**src/rtl/guess_game_pkg.sv**
```systemverilog
// Shared types and helpers for the switch-guessing game controller.
// State codes double as the display/matrix select value.
package guess_game_pkg;

    localparam int LEVEL_W = 3;
    localparam int TRIES_W = 4;

    typedef enum logic [2:0] {
        ST_IDLE    = 3'd0,
        ST_GREET   = 3'd1,
        ST_LOAD    = 3'd2,
        ST_PLAY    = 3'd3,
        ST_JUDGE   = 3'd4,
        ST_VICTORY = 3'd5,
        ST_FAIL    = 3'd6
    } state_e;

    // Number of compared bits at a given level.
    function automatic int mask_width(input int base_w, input logic [LEVEL_W-1:0] lvl);
        return base_w + int'(lvl);
    endfunction

    function automatic logic [15:0] level_mask(input int base_w, input logic [LEVEL_W-1:0] lvl);
        logic [31:0] ones;
        ones = (32'd1 << mask_width(base_w, lvl)) - 32'd1;
        return ones[15:0];
    endfunction

endpackage

```
**src/rtl/guess_game_ctrl_if.sv**
```systemverilog
// Player/LFSR/display-side signal bundle of the guessing game controller.
// master drives the game inputs; slave is the controller.
interface guess_game_if #(
    parameter int MAX_W = 7
);
    logic             en;
    logic             start_p;
    logic             restart_p;
    logic [MAX_W-1:0] guess;
    logic [MAX_W-1:0] rand_val;
    logic             rand_req;
    logic [MAX_W-1:0] led;
    logic [2:0]       level;
    logic [3:0]       tries_left;
    logic [2:0]       state_o;
    logic             beep_p;
    logic             win;
    logic             lose;

    modport master (
        output en, start_p, restart_p, guess, rand_val,
        input  rand_req, led, level, tries_left, state_o, beep_p, win, lose
    );

    modport slave (
        input  en, start_p, restart_p, guess, rand_val,
        output rand_req, led, level, tries_left, state_o, beep_p, win, lose
    );
endinterface

```
**src/rtl/guess_game_ctrl_level_timer.sv**
```systemverilog
// Loadable, saturating down-counter giving the per-attempt guess deadline.
// zero is high while the count rests at 0.
module level_timer #(
    parameter int W = 7
) (
    input  logic         clk,
    input  logic         rst,
    input  logic         load,
    input  logic         en,
    input  logic [W-1:0] load_val,
    output logic         zero
);

    logic [W-1:0] count_r;

    // Countdown register: load has priority, decrement stops at zero.
    always_ff @(posedge clk) begin
        if (rst) begin
            count_r <= {W{1'b0}};
        end else if (load) begin
            count_r <= load_val;
        end else if (en && (count_r != {W{1'b0}})) begin
            count_r <= count_r - W'(1);
        end else begin
            count_r <= count_r;
        end
    end

    assign zero = (count_r == {W{1'b0}});

endmodule

```
**src/rtl/guess_game_ctrl.sv**
```systemverilog
// Multi-level switch-guessing game controller: target latching, guess judging
// with deadline and retry budget, and level/beep/display requests.
module guess_game_ctrl
    import guess_game_pkg::*;
#(
    parameter int LEVELS      = 3,
    parameter int BASE_W      = 5,
    parameter int MAX_W       = BASE_W + LEVELS - 1,
    parameter int TIMEOUT_CYC = 50_000_000,
    parameter int MAX_TRIES   = 3
) (
    input logic         clk,
    input logic         rst,
    guess_game_if.slave bus
);

    localparam int TMR_W = (TIMEOUT_CYC > 1) ? $clog2(TIMEOUT_CYC) : 1;
    localparam logic [TMR_W-1:0]   TMR_RELOAD = TMR_W'(TIMEOUT_CYC - 1);
    localparam logic [TRIES_W-1:0] TRIES_INIT = TRIES_W'(MAX_TRIES);
    localparam logic [LEVEL_W-1:0] LAST_LEVEL = LEVEL_W'(LEVELS - 1);

    localparam logic [2:0] S_IDLE    = ST_IDLE;
    localparam logic [2:0] S_GREET   = ST_GREET;
    localparam logic [2:0] S_LOAD    = ST_LOAD;
    localparam logic [2:0] S_PLAY    = ST_PLAY;
    localparam logic [2:0] S_JUDGE   = ST_JUDGE;
    localparam logic [2:0] S_VICTORY = ST_VICTORY;
    localparam logic [2:0] S_FAIL    = ST_FAIL;

    function automatic logic [MAX_W-1:0] lvl_mask(input logic [LEVEL_W-1:0] lvl);
        logic [15:0] full;
        full = level_mask(BASE_W, lvl);
        return full[MAX_W-1:0];
    endfunction

    logic [2:0]         state_r,   state_s;
    logic [LEVEL_W-1:0] level_r,   level_s;
    logic [TRIES_W-1:0] tries_r,   tries_s;
    logic [MAX_W-1:0]   target_r,  target_s;
    logic [MAX_W-1:0]   guess_r,   guess_s;
    logic               timeout_r, timeout_s;
    logic [MAX_W-1:0]   led_r,     led_s;
    logic               req_r,     req_s;
    logic               beep_r,    beep_s;
    logic               win_r;
    logic               lose_r;
    logic               match_s;
    logic               tmr_load_s;
    logic               tmr_dec_s;
    logic               tmr_zero_s;

    level_timer #(
        .W (TMR_W)
    ) u_timer (
        .clk      (clk),
        .rst      (rst),
        .load     (tmr_load_s),
        .en       (tmr_dec_s),
        .load_val (TMR_RELOAD),
        .zero     (tmr_zero_s)
    );

    // A timed-out attempt can never match, whatever the switches show.
    assign match_s = ~timeout_r &&
                     (((guess_r ^ target_r) & lvl_mask(level_r)) == {MAX_W{1'b0}});

    // Next-state and datapath decisions.
    always_comb begin
        state_s    = state_r;
        level_s    = level_r;
        tries_s    = tries_r;
        target_s   = target_r;
        guess_s    = guess_r;
        timeout_s  = timeout_r;
        req_s      = 1'b0;
        beep_s     = 1'b0;
        tmr_load_s = 1'b0;
        tmr_dec_s  = 1'b0;

        if (!bus.en) begin
            state_s = S_IDLE;
            level_s = {LEVEL_W{1'b0}};
            tries_s = TRIES_INIT;
        end else begin
            case (state_r)
                S_IDLE: begin
                    state_s = S_GREET;
                end
                S_GREET: begin
                    if (bus.restart_p) begin
                        state_s = S_LOAD;
                        level_s = {LEVEL_W{1'b0}};
                        req_s   = 1'b1;
                    end else begin
                        state_s = S_GREET;
                    end
                end
                S_LOAD: begin
                    // First LOAD cycle carries the request; the LFSR answers in the second.
                    if (req_r) begin
                        state_s = S_LOAD;
                    end else begin
                        target_s   = bus.rand_val;
                        tries_s    = TRIES_INIT;
                        tmr_load_s = 1'b1;
                        state_s    = S_PLAY;
                    end
                end
                S_PLAY: begin
                    if (bus.restart_p) begin
                        state_s = S_LOAD;
                        level_s = {LEVEL_W{1'b0}};
                        req_s   = 1'b1;
                    end else if (bus.start_p) begin
                        guess_s   = bus.guess;
                        timeout_s = 1'b0;
                        state_s   = S_JUDGE;
                    end else if (tmr_zero_s) begin
                        timeout_s = 1'b1;
                        state_s   = S_JUDGE;
                    end else begin
                        tmr_dec_s = 1'b1;
                    end
                end
                S_JUDGE: begin
                    if (match_s) begin
                        if (level_r < LAST_LEVEL) begin
                            level_s = level_r + LEVEL_W'(1);
                            req_s   = 1'b1;
                            state_s = S_LOAD;
                        end else begin
                            beep_s  = 1'b1;
                            state_s = S_VICTORY;
                        end
                    end else begin
                        beep_s = 1'b1;
                        if (tries_r > TRIES_W'(1)) begin
                            tries_s    = tries_r - TRIES_W'(1);
                            tmr_load_s = 1'b1;
                            state_s    = S_PLAY;
                        end else begin
                            tries_s = {TRIES_W{1'b0}};
                            state_s = S_FAIL;
                        end
                    end
                end
                S_VICTORY, S_FAIL: begin
                    if (bus.restart_p) begin
                        state_s = S_LOAD;
                        level_s = {LEVEL_W{1'b0}};
                        req_s   = 1'b1;
                    end else begin
                        state_s = state_r;
                    end
                end
                default: begin
                    state_s = S_IDLE;
                    level_s = {LEVEL_W{1'b0}};
                    tries_s = TRIES_INIT;
                end
            endcase
        end
    end

    // LEDs follow the state being entered so they are never a cycle stale.
    always_comb begin
        if (state_s == S_PLAY) begin
            led_s = target_s & lvl_mask(level_s);
        end else begin
            led_s = {MAX_W{1'b0}};
        end
    end

    // State and output registers.
    always_ff @(posedge clk) begin
        if (rst) begin
            state_r   <= S_IDLE;
            level_r   <= {LEVEL_W{1'b0}};
            tries_r   <= TRIES_INIT;
            target_r  <= {MAX_W{1'b0}};
            guess_r   <= {MAX_W{1'b0}};
            timeout_r <= 1'b0;
            led_r     <= {MAX_W{1'b0}};
            req_r     <= 1'b0;
            beep_r    <= 1'b0;
            win_r     <= 1'b0;
            lose_r    <= 1'b0;
        end else begin
            state_r   <= state_s;
            level_r   <= level_s;
            tries_r   <= tries_s;
            target_r  <= target_s;
            guess_r   <= guess_s;
            timeout_r <= timeout_s;
            led_r     <= led_s;
            req_r     <= req_s;
            beep_r    <= beep_s;
            win_r     <= (state_s == S_VICTORY);
            lose_r    <= (state_s == S_FAIL);
        end
    end

    assign bus.rand_req   = req_r;
    assign bus.led        = led_r;
    assign bus.level      = level_r;
    assign bus.tries_left = tries_r;
    assign bus.state_o    = state_r;
    assign bus.beep_p     = beep_r;
    assign bus.win        = win_r;
    assign bus.lose       = lose_r;

endmodule
```
**src/flat_wrapper.sv**
```systemverilog
// flat-port wrapper written by rule: the top's interface ports become plain ports
module guess_game_ctrl_flat import guess_game_pkg::*;
#(
    parameter int LEVELS      = 3,
    parameter int BASE_W      = 5,
    parameter int MAX_W       = BASE_W + LEVELS - 1,
    parameter int TIMEOUT_CYC = 50_000_000,
    parameter int MAX_TRIES   = 3
)
  (clk, rst, bus_en, bus_start_p, bus_restart_p, bus_guess, bus_rand_val, bus_rand_req, bus_led, bus_level, bus_tries_left, bus_state_o, bus_beep_p, bus_win, bus_lose);
  guess_game_if #(.MAX_W(MAX_W)) bus_i ();
  input logic clk;
  input logic rst;
  input wire logic [$bits(bus_i.en)-1:0] bus_en;
  input wire logic [$bits(bus_i.start_p)-1:0] bus_start_p;
  input wire logic [$bits(bus_i.restart_p)-1:0] bus_restart_p;
  input wire logic [$bits(bus_i.guess)-1:0] bus_guess;
  input wire logic [$bits(bus_i.rand_val)-1:0] bus_rand_val;
  output wire logic [$bits(bus_i.rand_req)-1:0] bus_rand_req;
  output wire logic [$bits(bus_i.led)-1:0] bus_led;
  output wire logic [$bits(bus_i.level)-1:0] bus_level;
  output wire logic [$bits(bus_i.tries_left)-1:0] bus_tries_left;
  output wire logic [$bits(bus_i.state_o)-1:0] bus_state_o;
  output wire logic [$bits(bus_i.beep_p)-1:0] bus_beep_p;
  output wire logic [$bits(bus_i.win)-1:0] bus_win;
  output wire logic [$bits(bus_i.lose)-1:0] bus_lose;
  assign bus_i.en = bus_en;
  assign bus_i.start_p = bus_start_p;
  assign bus_i.restart_p = bus_restart_p;
  assign bus_i.guess = bus_guess;
  assign bus_i.rand_val = bus_rand_val;
  assign bus_rand_req = bus_i.rand_req;
  assign bus_led = bus_i.led;
  assign bus_level = bus_i.level;
  assign bus_tries_left = bus_i.tries_left;
  assign bus_state_o = bus_i.state_o;
  assign bus_beep_p = bus_i.beep_p;
  assign bus_win = bus_i.win;
  assign bus_lose = bus_i.lose;
  guess_game_ctrl #(.LEVELS(LEVELS), .BASE_W(BASE_W), .MAX_W(MAX_W), .TIMEOUT_CYC(TIMEOUT_CYC), .MAX_TRIES(MAX_TRIES)) u_core (.clk(clk), .rst(rst), .bus(bus_i));
endmodule
```
**config.mk**
```make
export PLATFORM = sky130hd
export DESIGN_NAME = guess_game_ctrl_flat
export DESIGN_NICKNAME = d
export VERILOG_FILES = /design/src/rtl/guess_game_pkg.sv /design/src/rtl/guess_game_ctrl_if.sv /design/src/rtl/guess_game_ctrl_level_timer.sv /design/src/rtl/guess_game_ctrl.sv /design/src/flat_wrapper.sv
export SDC_FILE = /design/constraint.sdc
export NUM_CORES = 1
export LEC_CHECK = 0
export BUFFER_PORTS_ARGS = -buffer_cell sky130_fd_sc_hd__buf_2
export CAP_MARGIN = 20
export CORE_ASPECT_RATIO = 0.6
export CORE_MARGIN = 5
export CORE_UTILIZATION = 40
export DETAILED_ROUTE_END_ITERATION = 7
export GPL_TIMING_DRIVEN = 0
export HOLD_SLACK_MARGIN = 0.15
export PLACE_DENSITY_LB_ADDON = 0.05
export SYNTH_ARGS = -nofsm -noshare
export SYNTH_HDL_FRONTEND = slang
export SYNTH_SLANG_ARGS = --single-unit
```
**constraint.sdc**
```tcl
create_clock -name clk -period 8.9 [get_ports clk]
set_input_delay 0.445 -clock clk [delete_from_list [all_inputs] [get_ports clk]]
set_output_delay 0.445 -clock clk [all_outputs]
set_load 0.05 [all_outputs]
```
==> run_results.csv <==
group,metric,value,unit
power,peakVddDrop,0.0993,mV
yosys,postSynthAreaPerCell,8.67,um2
route,ant_nets,0,
clocking,ctsResizeCount,0,
setup_path,slowest_stage,"dfxtp_1",
setup_path,cp-end-kind,"register",
grt,grt.busiest_layer,"met1",
timing,skew,0.00774,ns
setup_path,cp_max_fo,12,
grt,grt_start_max_net_pins,13,
layout,final_core_util,0.491,
hold_path,min-delay-start,"bus_guess[2]",
timing,finalSetupTns,0,ns
run,cap_violations,0,
yosys,yosys_warnings,0,
hold_path,hold_class,"primary input to register",
place,port_buffers,36,
setup_path,reg2reg_to,"u_core.u_timer.count_r[14]",
floorplanning,num_rows,25,
setup_path,reg2regPathDepth,12,
setup_path,crit_path_max_incr_delay,0.57,ns
timing,period_share,0.445,
layout,syn2layout_area_growth,20.4,%
clocking,cts_hold_buf,0,
timing,hold_viol,0,
route,drc,0,
layout,num_antenna_cells,0,
floorplanning,die_area,9920,um2
layout,drive_gt1_frac,0.169,
power,power_leakage,1.63,nW
yosys,synthesis.area,3190,um2
setup_path,path_class,"register to register",
yosys,yosysTopAreaCellShare,0.389,
clocking,htreeDepth,3,
place,routabilityCongestion,0.844,
grt,met2_usage,0.229,
route,vias_per_cell,5.19,
timing,fmax,252,MHz
yosys,synth_ff_type,"dfxtp_1",
yosys,synth-seq-cells,62,
floorplanning,die_x,125,um
clocking,cts.path.max_buffers,2,
clocking,cts_setup_buffers,0,
setup_path,worst_setup_path_start_kind,"register",
route,drt_iter0_drc,179,
clocking,cts-root-buf,"clkbuf_16",
layout,final_nets,445,
timing,finalCriticalPeriod,3.96,ns
timing,rsz0062_at_grt,"false",
timing,slew_violations,0,
setup_path,path_common_cell,"ha_1",
floorplanning,pin_count,40,
timing,tightest_slew,0.947,ns
yosys,ys_seq_area_frac,0.389,
clocking,clk_pin_slew,0.05,ns
floorplanning,floorplan.initialDensity,0.408,
grt,grt_pass1_wl,13200,um
power,p_per_area,185,nW/um2
hold_path,hold_path_end,"u_core.guess_r[2]",
route,wl_per_cell,15.2,um
route,drt-total-wl,8050,um
setup_path,critPathRequiredTime,9.09,ns
run_status,status,"complete, no violations",
grt,grt_pass1_vias,2582,
floorplanning,core_area,7820,um2
yosys,async_flop_share,0,
timing,setup_violations,0,
yosys,synthDistinctLibCells,63,
grt,grt_use_met1,0.249,
route,first_pass_iters,4,
clocking,tritoncts,"built",
clocking,cts.sinks,62,
setup_path,crit_path_cell_trace,"ha_1, clkbuf_1, nand3_1, ha_1, nor4b_1, a311o_1, a221oi_4, nand4b_4, nor3b_2, o21ai_2, buf_2, a21oi_1",
clocking,clkLatencyLatePin,0.34,ns
yosys,synth_area_leader_cell,"dfxtp_1",
grt,use_met3,0.0544,
clocking,numCtsBuffers,9,
yosys,syn_inst,368,
place,dp_hpwl,5790,um
hold_path,worst_hold_path.num_cells,3,
setup_path,cp_data_arrival_time,4.16,ns
grt,grt_antenna_before_repair,0,
setup_path,reg2reg_setup_slack,4.94,ns
grt,grtUsageTotal,0.171,
setup_path,r2r_start,"u_core.bus.level[1]",
grt,gr-total-overflow,0,
timing,slew_headroom,0.364,
yosys,synth-edff-count,0,
route,num_vias,2747,
floorplanning,die_height,79.2,um
yosys,synth.area.top_cells,"dfxtp_1 (39%), nor2_1 (5.9%), a21oi_1 (4.9%)",
## flip-flops by register name (all words and copies together) (netlist names)
name / cells
u_core.bus.beep_p: 1
u_core.bus.led: 7
u_core.bus.level: 3
u_core.bus.lose: 1
u_core.bus.rand_req: 1
u_core.bus.state_o: 3
u_core.bus.tries_left: 4
u_core.bus.win: 1
u_core.guess_r: 7
u_core.target_r: 7
u_core.timeout_r: 1
u_core.u_timer.count_r: 26
## routing by layer
metal,wire (um),up-vias
met4,112,0
met3,468,8
met1,4380,1277
li1,-,1404
met5,0,-
met2,3080,58
## cell usage after synthesis (2+ instances only)
cell	n
a21oi_2	2
o211ai_2	2
o21ai_0	8
nand2b_1	4
or2_2	2
nor3b_1	3
and2_1	4
a21oi_1	31
clkbuf_1	15
buf_2	4
nor3_1	10
xor2_1	15
a22oi_1	2
a211oi_1	2
nor4_1	5
nor4b_1	3
nor2_1	50
nand3_1	10
xnor2_1	16
nand3b_1	2
nand2_1	31
mux2i_1	9
dfxtp_1	62
o21a_1	5
inv_1	10
or4_1	11
ha_1	10
o31ai_1	4
a31oi_1	2
## placed cells by master, fill, tap and decap left out, types with 5 or more instances in the layout
master / count
nand2_1: 31
o21ai_0: 8
nor3_1: 10
xor2_1: 15
nor2_1: 50
dfxtp_1: 62
buf_2: 40
nor4_1: 5
nand3_1: 10
xnor2_1: 16
ha_1: 10
o21a_1: 5
mux2i_1: 9
inv_1: 10
or4_1: 11
clkbuf_1: 18
a21oi_1: 31
clkbuf_16: 9
## worst max-delay path by stage
stage                                  to  cells after the start                 from  slack, ns
2_1_floorplan  u_core.u_timer.count_r[13]                     12  u_core.bus.level[1]       5.35
3_3_place_gp   u_core.u_timer.count_r[15]                     12  u_core.bus.level[1]       4.99
3_5_place_dp   u_core.u_timer.count_r[22]                     12  u_core.bus.level[1]       5.01
4_1_cts        u_core.u_timer.count_r[14]                     12  u_core.bus.level[1]       4.98
5_1_grt        u_core.u_timer.count_r[16]                     13  u_core.bus.level[1]       4.61
6_report       u_core.u_timer.count_r[14]                     12  u_core.bus.level[1]       4.94
## worst max-delay path, delay by kind of cell (launching register included)
family	cells	cell delay (ns)
adders and majority gates	2	0.60
DFF	1	0.57
AOI/OAI and AO/OA	4	1.13
and+or+nand+nor	4	0.82
buffers and inverters	2	0.71
## cells by family after synthesis
logic type	after synthesis	share of synthesized area
buffers and inverters	29	0.0357
XOR/XNOR	31	0.0851
AO/OA/AOI/OAI	77	0.171
other	1	0.00118
multiplexers	9	0.0282
AND/OR/NAND/NOR	149	0.250
flip-flops	62	0.389
adder cells (fa/ha/maj)	10	0.0392
## per-stage QoR
stage	total power [mW]	setup WS [ns]	cells	hold WS [ns]	area (um2)
floorplan	0.308	5.35	369	0.448	3190
global placement	0.318	4.99	513	0.459	3510
detailed placement	0.318	5.01	513	0.463	3510
CTS	0.716	4.98	529	0.347	3840
global route	0.734	4.61	529	0.372	3840
finish	0.710	4.94	529	0.360	3840
## layout make-up
cell class	instances	area, um2
inverters	10	37.5
plain buffers	19	76.3
multi-input cells	278	1840
clock buffers	12	236
fillers	768	3980
clock inverters	4	95.1
well taps	108	135
flip-flops and latches	62	1240
repair buffers	36	180
## report_power, final
part / switching (mW) / internal, mW
combinational: 0.0204 / 0.0114
clock: 0.124 / 0.273
sequential: 0.00148 / 0.280
Power figures use the tool's default switching activity.
